**config.mk**
```make
export PLATFORM = sky130hd
export DESIGN_NAME = instr_stream_encoder
export DESIGN_NICKNAME = d
export VERILOG_FILES = /design/src/rtl/instr_enc_pkg.sv /design/src/rtl/instr_format_pack.sv /design/src/rtl/instr_stream_encoder.sv
export SDC_FILE = /design/constraint.sdc
export NUM_CORES = 1
export LEC_CHECK = 0
export CORE_MARGIN = 4
export CORE_UTILIZATION = 45
export DETAILED_ROUTE_END_ITERATION = 8
export GPL_TIMING_DRIVEN = 0
export PLACE_DENSITY = 0.71
export SLEW_MARGIN = 20
export SYNTH_ARGS = -nofsm -noshare
export SYNTH_HDL_FRONTEND = slang
export SYNTH_SLANG_ARGS = --single-unit
```
**constraint.sdc**
```tcl
create_clock -name clk -period 3.9 [get_ports clk]
set_input_delay 0.39 -clock clk [delete_from_list [all_inputs] [get_ports clk]]
set_output_delay 0.39 -clock clk [all_outputs]
set_load 0.05 [all_outputs]
```
**src/rtl/instr_enc_pkg.sv**
```systemverilog
// Shared opcode numbering, format groups and fixed encodings for the
// instruction stream encoder.
package instr_enc_pkg;

  localparam logic [5:0] OP_JMR  = 6'd0;
  localparam logic [5:0] OP_RSV  = 6'd2;
  localparam logic [5:0] OP_SIM  = 6'd12;
  localparam logic [5:0] OP_SEB  = 6'd13;
  localparam logic [5:0] OP_LOB  = 6'd16;
  localparam logic [5:0] OP_ADD  = 6'd17;
  localparam logic [5:0] OP_COMP = 6'd32;
  localparam logic [5:0] OP_MUL  = 6'd33;
  localparam logic [5:0] OP_MLS  = 6'd34;
  localparam logic [5:0] OP_JMD  = 6'd35;
  localparam logic [5:0] OP_CALL = 6'd36;
  localparam logic [5:0] OP_LDA  = 6'd37;
  localparam logic [5:0] OP_RTN  = 6'd38;
  localparam logic [5:0] OP_CLI  = 6'd54;
  localparam logic [5:0] OP_BRU  = 6'd55;
  localparam logic [5:0] OP_BRD  = 6'd56;

  localparam logic [3:0]  COND_ALWAYS  = 4'b0110;
  localparam logic [3:0]  COND_INVALID = 4'b1110;
  localparam logic [15:0] STP_WORD     = 16'hF016;

  typedef enum logic [1:0] {
    ST_IDLE  = 2'd0,
    ST_LOAD  = 2'd1,
    ST_FLUSH = 2'd2,
    ST_DONE  = 2'd3
  } enc_state_e;

  typedef enum logic [2:0] {
    FMT_COND   = 3'd0,
    FMT_BITIMM = 3'd1,
    FMT_DUAL   = 3'd2,
    FMT_TRIPLE = 3'd3,
    FMT_ABS    = 3'd4,
    FMT_SYS    = 3'd5,
    FMT_BRANCH = 3'd6,
    FMT_BAD    = 3'd7
  } fmt_e;

  // Maps an opcode index onto its word layout; holes and out-of-range map to FMT_BAD.
  function automatic fmt_e op_format(input logic [5:0] op);
    fmt_e f;
    if (op == OP_RSV)       f = FMT_BAD;
    else if (op <= OP_SIM)  f = FMT_COND;
    else if (op <= OP_LOB)  f = FMT_BITIMM;
    else if (op <= OP_COMP) f = FMT_DUAL;
    else if (op <= OP_MLS)  f = FMT_TRIPLE;
    else if (op <= OP_LDA)  f = FMT_ABS;
    else if (op <= OP_CLI)  f = FMT_SYS;
    else if (op <= OP_BRD)  f = FMT_BRANCH;
    else                    f = FMT_BAD;
    return f;
  endfunction

endpackage

```
**src/rtl/instr_format_pack.sv**
```systemverilog
// Combinational packer: structured instruction fields to one 16-bit word,
// with a flag telling whether the instruction is encodable.
module instr_format_pack
  import instr_enc_pkg::*;
(
  input  logic [5:0]  op,
  input  logic [3:0]  cond,
  input  logic [2:0]  ra,
  input  logic [2:0]  rb,
  input  logic [2:0]  rc,
  input  logic [11:0] imm,
  output logic [15:0] word,
  output logic        valid
);

  fmt_e       fmt_s;
  logic [5:0] rel_s;
  logic       cond_ok_s;

  // Select the layout and pack fields; rel_s is the opcode offset within its group.
  always_comb begin
    fmt_s     = op_format(op);
    cond_ok_s = (cond != COND_INVALID);
    rel_s     = 6'd0;
    word      = 16'h0000;
    valid     = 1'b0;
    case (fmt_s)
      FMT_COND: begin
        word  = {3'b000, op, cond, ra};
        valid = cond_ok_s;
      end
      FMT_BITIMM: begin
        rel_s = op - OP_SEB;
        word  = {5'b00100 + rel_s[4:0], cond, ra, imm[3:0]};
        valid = cond_ok_s;
      end
      FMT_DUAL: begin
        rel_s = op - OP_ADD;
        word  = {6'b010000 + rel_s, cond, ra, rb};
        valid = cond_ok_s;
      end
      FMT_TRIPLE: begin
        rel_s = op - OP_MUL;
        word  = {3'b100 + {2'b00, rel_s[0]}, cond, ra, rc, rb};
        valid = cond_ok_s;
      end
      FMT_ABS: begin
        // Absolute jumps carry no cond field, so the input cond is never checked.
        rel_s = op - OP_JMD;
        word  = {4'b1100 + {2'b00, rel_s[1:0]}, imm};
        valid = 1'b1;
      end
      FMT_SYS: begin
        rel_s = op - OP_RTN;
        word  = {12'hF00 + {6'b000000, rel_s}, cond};
        valid = cond_ok_s;
      end
      FMT_BRANCH: begin
        rel_s = op - OP_BRU;
        word  = {8'b11111000, rel_s[0], cond, imm[2:0]};
        valid = cond_ok_s;
      end
      default: begin
        word  = 16'h0000;
        valid = 1'b0;
      end
    endcase
  end

endmodule

```
**src/rtl/instr_stream_encoder.sv**
```systemverilog
// Load-session controller: packs accepted instructions and writes them to
// consecutive instruction-RAM addresses, closing each session with STP.
module instr_stream_encoder
  import instr_enc_pkg::*;
#(
  parameter int ADDR_W = 8,
  parameter int DEPTH  = 256
) (
  input  logic              clk,
  input  logic              rst_n,
  input  logic              start,
  input  logic [ADDR_W-1:0] base_addr,
  input  logic              in_valid,
  output logic              in_ready,
  input  logic [5:0]        op,
  input  logic [3:0]        cond,
  input  logic [2:0]        ra,
  input  logic [2:0]        rb,
  input  logic [2:0]        rc,
  input  logic [11:0]       imm,
  input  logic              finish,
  output logic              wr_en,
  output logic [ADDR_W-1:0] wr_addr,
  output logic [15:0]       wr_data,
  output logic [ADDR_W:0]   count,
  output logic              busy,
  output logic              done,
  output logic              err
);

  // The final slot is held back so STP always fits.
  localparam logic [ADDR_W:0] LAST_SLOT = (ADDR_W+1)'(DEPTH - 1);

  enc_state_e        state_r;
  logic [ADDR_W-1:0] ptr_r;
  logic [ADDR_W:0]   count_r;
  logic              wr_en_r;
  logic [ADDR_W-1:0] wr_addr_r;
  logic [15:0]       wr_data_r;
  logic              busy_r;
  logic              done_r;
  logic              err_r;
  logic [15:0]       pack_word_s;
  logic              pack_valid_s;
  logic              xfer_s;

  instr_format_pack u_pack (
    .op    (op),
    .cond  (cond),
    .ra    (ra),
    .rb    (rb),
    .rc    (rc),
    .imm   (imm),
    .word  (pack_word_s),
    .valid (pack_valid_s)
  );

  // FLUSH doubles as the finish-pending condition, so LOAD alone admits input.
  assign in_ready = (state_r == ST_LOAD) && (count_r < LAST_SLOT);
  assign xfer_s   = in_valid && in_ready;

  // Session FSM with the write port, pointer, counter and status flags.
  always_ff @(posedge clk or negedge rst_n) begin
    if (!rst_n) begin
      state_r   <= ST_IDLE;
      ptr_r     <= '0;
      count_r   <= '0;
      wr_en_r   <= 1'b0;
      wr_addr_r <= '0;
      wr_data_r <= 16'h0000;
      busy_r    <= 1'b0;
      done_r    <= 1'b0;
      err_r     <= 1'b0;
    end else begin
      wr_en_r <= 1'b0;
      case (state_r)
        ST_IDLE, ST_DONE: begin
          if (start) begin
            state_r <= ST_LOAD;
            ptr_r   <= base_addr;
            count_r <= '0;
            err_r   <= 1'b0;
            done_r  <= 1'b0;
            busy_r  <= 1'b1;
          end
        end
        ST_LOAD: begin
          if (xfer_s) begin
            if (pack_valid_s) begin
              wr_en_r   <= 1'b1;
              wr_addr_r <= ptr_r;
              wr_data_r <= pack_word_s;
              ptr_r     <= ptr_r + ADDR_W'(1);
              count_r   <= count_r + (ADDR_W+1)'(1);
            end else begin
              err_r <= 1'b1;
            end
          end
          if (finish) begin
            state_r <= ST_FLUSH;
          end
        end
        ST_FLUSH: begin
          wr_en_r   <= 1'b1;
          wr_addr_r <= ptr_r;
          wr_data_r <= STP_WORD;
          ptr_r     <= ptr_r + ADDR_W'(1);
          count_r   <= count_r + (ADDR_W+1)'(1);
          done_r    <= 1'b1;
          busy_r    <= 1'b0;
          state_r   <= ST_DONE;
        end
        default: begin
          state_r <= ST_IDLE;
          busy_r  <= 1'b0;
        end
      endcase
    end
  end

  assign wr_en   = wr_en_r;
  assign wr_addr = wr_addr_r;
  assign wr_data = wr_data_r;
  assign count   = count_r;
  assign busy    = busy_r;
  assign done    = done_r;
  assign err     = err_r;

endmodule

```
After elaboration in Yosys (flattened, before gate mapping)
Cells that the tools add are included.
- register bits after elaboration: 47
- input port bits: 44
- output and inout port bits: 38
- logic and storage cells: 97
- add/sub/neg operators: 13
- order comparisons: 8
- equality and inequality tests: 16
- muxes and demuxes: 37
- reductions and logical operators: 14
- operator list (cell ; number):
    $pmux W16 S7 ; 1
    $mux W8 ; 5
    $mux W16 ; 2
    $pmux W16 S2 ; 1
    $le A6 B6 Y1 const B ; 5
    $mux W9 ; 3
    $pmux W9 S3 ; 1
    $pmux W8 S3 ; 1
    $mux W3 ; 7
    $pmux W8 S2 ; 1
    $add A9 B7 Y10 const A ; 1
    $ne A2 B2 Y1 const B ; 5
    $pmux W1 S2 ; 5
    $add A9 B1 Y9 const B ; 1
    $eq A3 B3 Y1 const B ; 3
    $lt A9 B8 Y1 const B ; 1
    $add A8 B1 Y8 const B ; 1
    $mux W1 ; 7
    $add A5 B6 Y6 const A ; 1
    $eq A3 B2 Y1 const B ; 2
    $eq A6 B2 Y1 const B ; 1
    $le A6 B4 Y1 const B ; 1
    $le A6 B5 Y1 const B ; 1
    $pmux W2 S3 ; 1
    22 further kinds ; 30

Logic depth before layout (Yosys ltp)
- depth in word-level cells: 15
- depth in mapped cells: 12
- depth with buffers taken out: 9

Modules after synthesis
Synthesis repeated with hierarchy kept, for this count alone.
- cell total of the unflattened synthesis: 368
- area total of the unflattened synthesis: 3405.8 um2
- modules (own cells, without submodules) (module ; instances ; cells each ; area an instance (um2) ; seq. area each (um2)):
    instr_stream_encoder ; 1 ; 224 ; 2409.8 ; 1176.1
    instr_format_pack ; 1 ; 144 ; 996.0 ; 0.0

Worst setup path before layout
OpenSTA, ideal clock, no wires.
- path kind: flip-flop to flip-flop
- from: register count_r[4], in the netlist count[4]
- to: register count_r[5], in the netlist count[5]
- setup time: 0.126 ns
- arrival: 3.663 ns
- required time: 3.774 ns
- setup slack: 0.111 ns
- cell stages (with the launch flop): 9
- path buffers: 1
- period minus slack after synthesis: 3.789 ns
- cells stage by stage: dfrtp_1 > and4_1 > a311oi_1 > nand2_1 > a31oi_4 > a21oi_4 > or2_1 > buf_4 > a221o_1
- longest elaborated chain between the ends: 5
- elaborated cells between the ends (all ways): 9
- those cells by class: 1 x add/sub; 1 x order compare; 1 x eq/ne; 3 x mux; 3 x reduce/logical
- ends and longest elaborated chain (element ; RTL line ; RTL):
    start, declared ; instr_stream_encoder.sv:36 ; logic [ADDR_W:0] count_r;
    start signal, assigned ; instr_stream_encoder.sv:94 ; count_r <= count_r + (ADDR_W+1)'(1);
    start signal, assigned ; instr_stream_encoder.sv:108 ; count_r <= count_r + (ADDR_W+1)'(1);
    $lt A9 B8 Y1 ; instr_stream_encoder.sv:59 ; assign in_ready = (state_r == ST_LOAD) && (count_r < LAST_SLOT);
    $logic_and A1 B1 Y1 ; instr_stream_encoder.sv:59 ;
    net in_ready ; instr_stream_encoder.sv:14 ; output logic in_ready,
    $logic_and A1 B1 Y1 ; instr_stream_encoder.sv:60 ; assign xfer_s = in_valid && in_ready;
    $ne A2 B2 Y1 (no source line) ; n/a ;
    $reduce_and A3 Y1 (no source line) ; n/a ;
The timed path passes the listed nets, and every way through them passes these cells. The select of a mux whose other input is x is not followed.
A chain may end at the register's enable or synchronous reset.

Worst setup path in the final report
- from: input op[1]
- to: register wr_data_r[0], in the netlist wr_data[0]
- longest elaborated chain between the ends: 14
- elaborated cells between the ends (all ways): 31
- those cells by class: 7 x order compare; 8 x eq/ne; 13 x mux; 3 x reduce/logical
- ends and longest elaborated chain (element ; RTL line ; RTL):
    start, declared ; instr_stream_encoder.sv:15 ; input logic [5:0] op,
    $le A6 B6 Y1 ; instr_enc_pkg.sv:54 ; else if (op <= OP_BRD) f = FMT_BRANCH;
    $mux W1 ; instr_enc_pkg.sv:54 ;
    $mux W3 ; instr_enc_pkg.sv:53 ; else if (op <= OP_CLI) f = FMT_SYS;
    $mux W3 ; instr_enc_pkg.sv:52 ; else if (op <= OP_LDA) f = FMT_ABS;
    $mux W3 ; instr_enc_pkg.sv:51 ; else if (op <= OP_MLS) f = FMT_TRIPLE;
    $mux W3 ; instr_enc_pkg.sv:50 ; else if (op <= OP_COMP) f = FMT_DUAL;
    $mux W3 ; instr_enc_pkg.sv:49 ; else if (op <= OP_LOB) f = FMT_BITIMM;
    $mux W3 ; instr_enc_pkg.sv:48 ; else if (op <= OP_SIM) f = FMT_COND;
    $mux W3 (*) ; instr_enc_pkg.sv:47 ; if (op == OP_RSV) f = FMT_BAD;
    $eq A3 B1 Y1, or another cell as far along ; instr_format_pack.sv:27 ; case (fmt_s)
    $reduce_or A6 Y1 (no source line) or $pmux W16 S7 (tied branches) ; n/a ;
    $pmux W1 S2 or $mux W16 (tied branches) ; instr_format_pack.sv:27, instr_stream_encoder.sv:89 ;
    $ne A2 B2 Y1 (no source line) or $mux W16 (tied branches) ; n/a ;
    $reduce_and A3 Y1 (no source line) or $pmux W16 S2 (tied branches) ; n/a ;
    end signal, assigned ; instr_stream_encoder.sv:92 ; wr_data_r <= pack_word_s;
    end, declared ; instr_stream_encoder.sv:39 ; logic [15:0] wr_data_r;
Mark *: on every way between the ends. The rest lies on a longest branch, timed or not. The select of a mux whose other input is x is not followed.

==> key figures <==
Power
  • Power, Total: approximately 3.3 mW
  • Worst vdd ir: ~0.42 mV
  • Cell Pwr Density: around 770 nW/um^2
  • LEAKAGE: approximately 1.8 nW

Finish
  • # fillers: ~630
  • Final Cell Area: between 4000 and 5000 sq um
  • Share of cells above drive strength 1: 8.864%
  • Total area of sequential cells: about 1200 sq um
  • Fin cells: between 500 and 600
  • Final net count: 495
  • Synth-to-Final Area Change: 33.14%
  • Area of the multi-input gates: 1846 sq um
  • ANT cells: 0

Timing
  • Crit path time final: about 3400 ps
  • Worst Skew: between 8 and 9 ps
  • Final setup fails: 0
  • Final period util: between 80% and 90%
  • Final hold slack: 22.57 ps
  • RSZ-0062 raised after global routing: no
  • Tightest Pin Transition: a little over 700 ps
  • Slew Viols, Final: 0
  • Max frequency: ~300 MHz
  • Setup TNS Final: 0 ps
  • Final hold vios: 0
  • Max-slew headroom: 51.43%

Floorplan
  • Die height: just over 90 um
  • Die ar.: between 8000 and 9000 sq um
  • # IOs: 82
  • Core area: 6832 sq um
  • Row count: 30
  • Die W: slightly above 90 um
  • Initial core utilization: 46.70%

Clock tree
  • # resized after CTS: 0
  • Cts hold-fix bufs: 0
  • Clock sinks: 47
  • CTS tree: done
  • Postcts setup bufs: 0
  • H-tree levels: 2
  • Cts bufs inserted: 5
  • Skew-Pair Late Insertion Delay: between 300 and 400 ps
  • Max clock buf depth: 2
  • Clk root buf: clkbuf_8
  • Clk slew on worst S/H paths: around 100 ps

Worst setup path
  • Critical Path AT: approximately 3600 ps
  • CP Buf/Inv Count: 3
  • CP endpoint kind: register
  • Crit path max-delay family: compound AO/OA/AOI/OAI gates
  • Delay of the slowest critical-path stage: roughly 670 ps
  • Critical path peak fanout: 10
  • Critical-path cell list: clkdlybuf4s50_1 > inv_1 > ha_1 > nor4b_4 > nor2b_1 > o311ai_2 > a31oi_4 > a22oi_1 > buf_2 > a211o_1 > o21ai_1
  • Kind of critical path: input port to register
  • CP max-delay cell: clkdlybuf4s50_1
  • WP data required: just over 4000 ps
  • CP Launch Type: input port

Placement
  • GPL Wtd Cong: 0.9013
  • Placement Cell Area: approximately 4100 sq um
  • DP HPWL: approximately 6800 um
  • Placed insts: 528
  • IO buf count: 80

Detailed routing
  • 1st-pass router iterations: 7
  • Routed length per instance: around 17 um
  • Post-route ant nets: 0
  • Vias: about 3200
  • Drt total wl: about 9100 um
  • DR vias/cell: ~5.9
  • DRC: 0
  • Number of DRC markers in iteration 0: around 340

GRT
  • Total gr overflow: 0
  • Number of global-route vias before repair: just over 3000
  • Initial antenna violation count: 0
  • First-pass GRT wire length: ~15000 um
  • Largest net degree at the start of global routing: 28
  • GRT Util Overall: around 22%

Yosys
  • Syn_nets: slightly above 400
  • Sequential fraction of the synthesis area: 36.86%
  • Syn. warnings: 0
  • Post-Syn Instances: approximately 350
  • Synthesized flop and latch total: 47
  • Synth unique cells: 63
  • Asr flop ratio synth: 100.0%
  • Post-synth EDFFs: 0
  • Top_reg_cell synth: dfrtp_1
  • Syn Area/Cell: 9.090 sq um
  • Mapped cell area: about 3200 sq um

Status
  • Outcome: complete, no violations

Flow run
  • Max-Cap Viols: 0

Hold path
  • Type of the worst min-delay path: input port to async pin
## area by class of cell
cell class                      instances  share of cell area (%)
Multi-Input combinational cell        265                   43.45
Inverter                               14                   1.237
Clock inverter                          2                  0.9131
Timing Repair Buffer                   81                   19.20
Clock buffer                            6                   1.944
Buffer                                 25                   2.739
Tap cell                               96                   2.828
Sequential cell                        47                   27.69
## final timing paths
path / start / end / slack, ps / depth (start not counted)
worst max-delay path: op[1] / wr_data[0]$_DFFE_PN0P_ / 540 / 11
worst min-delay path: rst_n / wr_addr[6]$_DFFE_PN0P_ / 20 / 1
worst max register to register: state_r[1]$_DFFE_PN0P_ / wr_data[0]$_DFFE_PN0P_ / 1210 / 10
worst min register to register: wr_data[10]$_DFFE_PN0P_ / wr_data[10]$_DFFE_PN0P_ / 490 / 2
max in group asynchronous: rst_n / wr_data[14]$_DFFE_PN0P_ / 3360 / 2
min in group clk: wr_data[10]$_DFFE_PN0P_ / wr_data[10]$_DFFE_PN0P_ / 490 / 2
## cell usage after synthesis, drive strengths merged (4+ instances only)
library cell	n	area, sq um
ha	12	150.1
a221oi	10	87.58
a222oi	8	80.08
nand2	34	127.6
nor2	21	81.33
a21o	5	37.54
clkbuf	12	45.04
o21ai	32	160.2
dfrtp	47	1176
a21oi	21	116.4
nor4b	6	67.56
nor3	4	20.02
nand3	8	40.04
mux2	12	135.1
xnor2	4	35.03
nor3b	7	52.55
a211o	9	78.83
nand2b	4	25.02
nor2b	10	62.56
a221o	6	60.06
inv	14	52.55
buf	13	71.32
and3	6	37.54
## worst reg2reg max path, stage by stage, from the launching register on
cell and delay, ps:
dfrtp_1 410, inv_1 90, ha_1 190, inv_1 120
a311oi_1 370, nand2_1 190, a31oi_4 240, a22oi_1 120
buf_2 240, a211o_1 450, o21ai_1 200
## cells in the final DEF (no fill, tap or decap), types with 5 or more instances in the layout
cell type         n
nor2b_1          10
a222oi_1          8
nor4b_1           5
nand2_1          34
clkdlybuf4s50_1  79
a221o_1           6
nand3_1           8
buf_2            10
o21ai_0          22
and3_1            6
a21o_1            5
clkbuf_1         12
a211o_1           9
inv_1            14
dfrtp_1          47
nor2_1           20
ha_1             12
a221oi_1         10
o21ai_1          10
nor3b_1           7
clkbuf_8          6
mux2_2           11
a21oi_1          20
## logic make-up (layout without fill, tap and decap cells)
kind of cell               after synthesis  count (layout)  share of synthesized area [%]
AOI/OAI and AO/OA                      114             114                          25.88
xor gates and xnor gates                 6               6                          1.647
adders and majority gates               12              12                          4.706
buffers and inverters                   39             128                          5.294
DFF                                     47              47                          36.86
muxes                                   14              14                          4.863
and+or+nand+nor                        119             119                          20.75
## stage by stage
stage	worst slack (ps)	utilization, %
2_1_floorplan	111.3	-
3_3_place_gp	322.7	60.18
3_5_place_dp	231.1	60.40
4_1_cts	557.5	62.18
5_1_grt	285.5	62.18
6_report	538.6	62.18
## flip-flops by register name (all words and copies together) (netlist names)
signal	count
wr_en	1
state_r	2
busy	1
count	9
wr_data	16
ptr_r	8
done	1
wr_addr	8
err	1
## report_power, final
| group | switching (mW) | internal (mW) | total [mW] |
|---|---|---|---|
| Combinational | 1.26 | 0.744 | 2.00 |
| Clock | 0.190 | 0.211 | 0.401 |
| Sequential | 0.171 | 0.706 | 0.877 |
## routing by layer
layer | up-vias | share of wire, % | global-route usage (%)
met5 | - | 0 | 0
met4 | 0 | 1.3 | 5.446
met3 | 11 | 6.9 | 4.102
met2 | 134 | 45 | 33.82
met1 | 1540 | 47 | 31.60
li1 | 1495 | - | -
No activity file was read; power rests on OpenSTA's default activity.
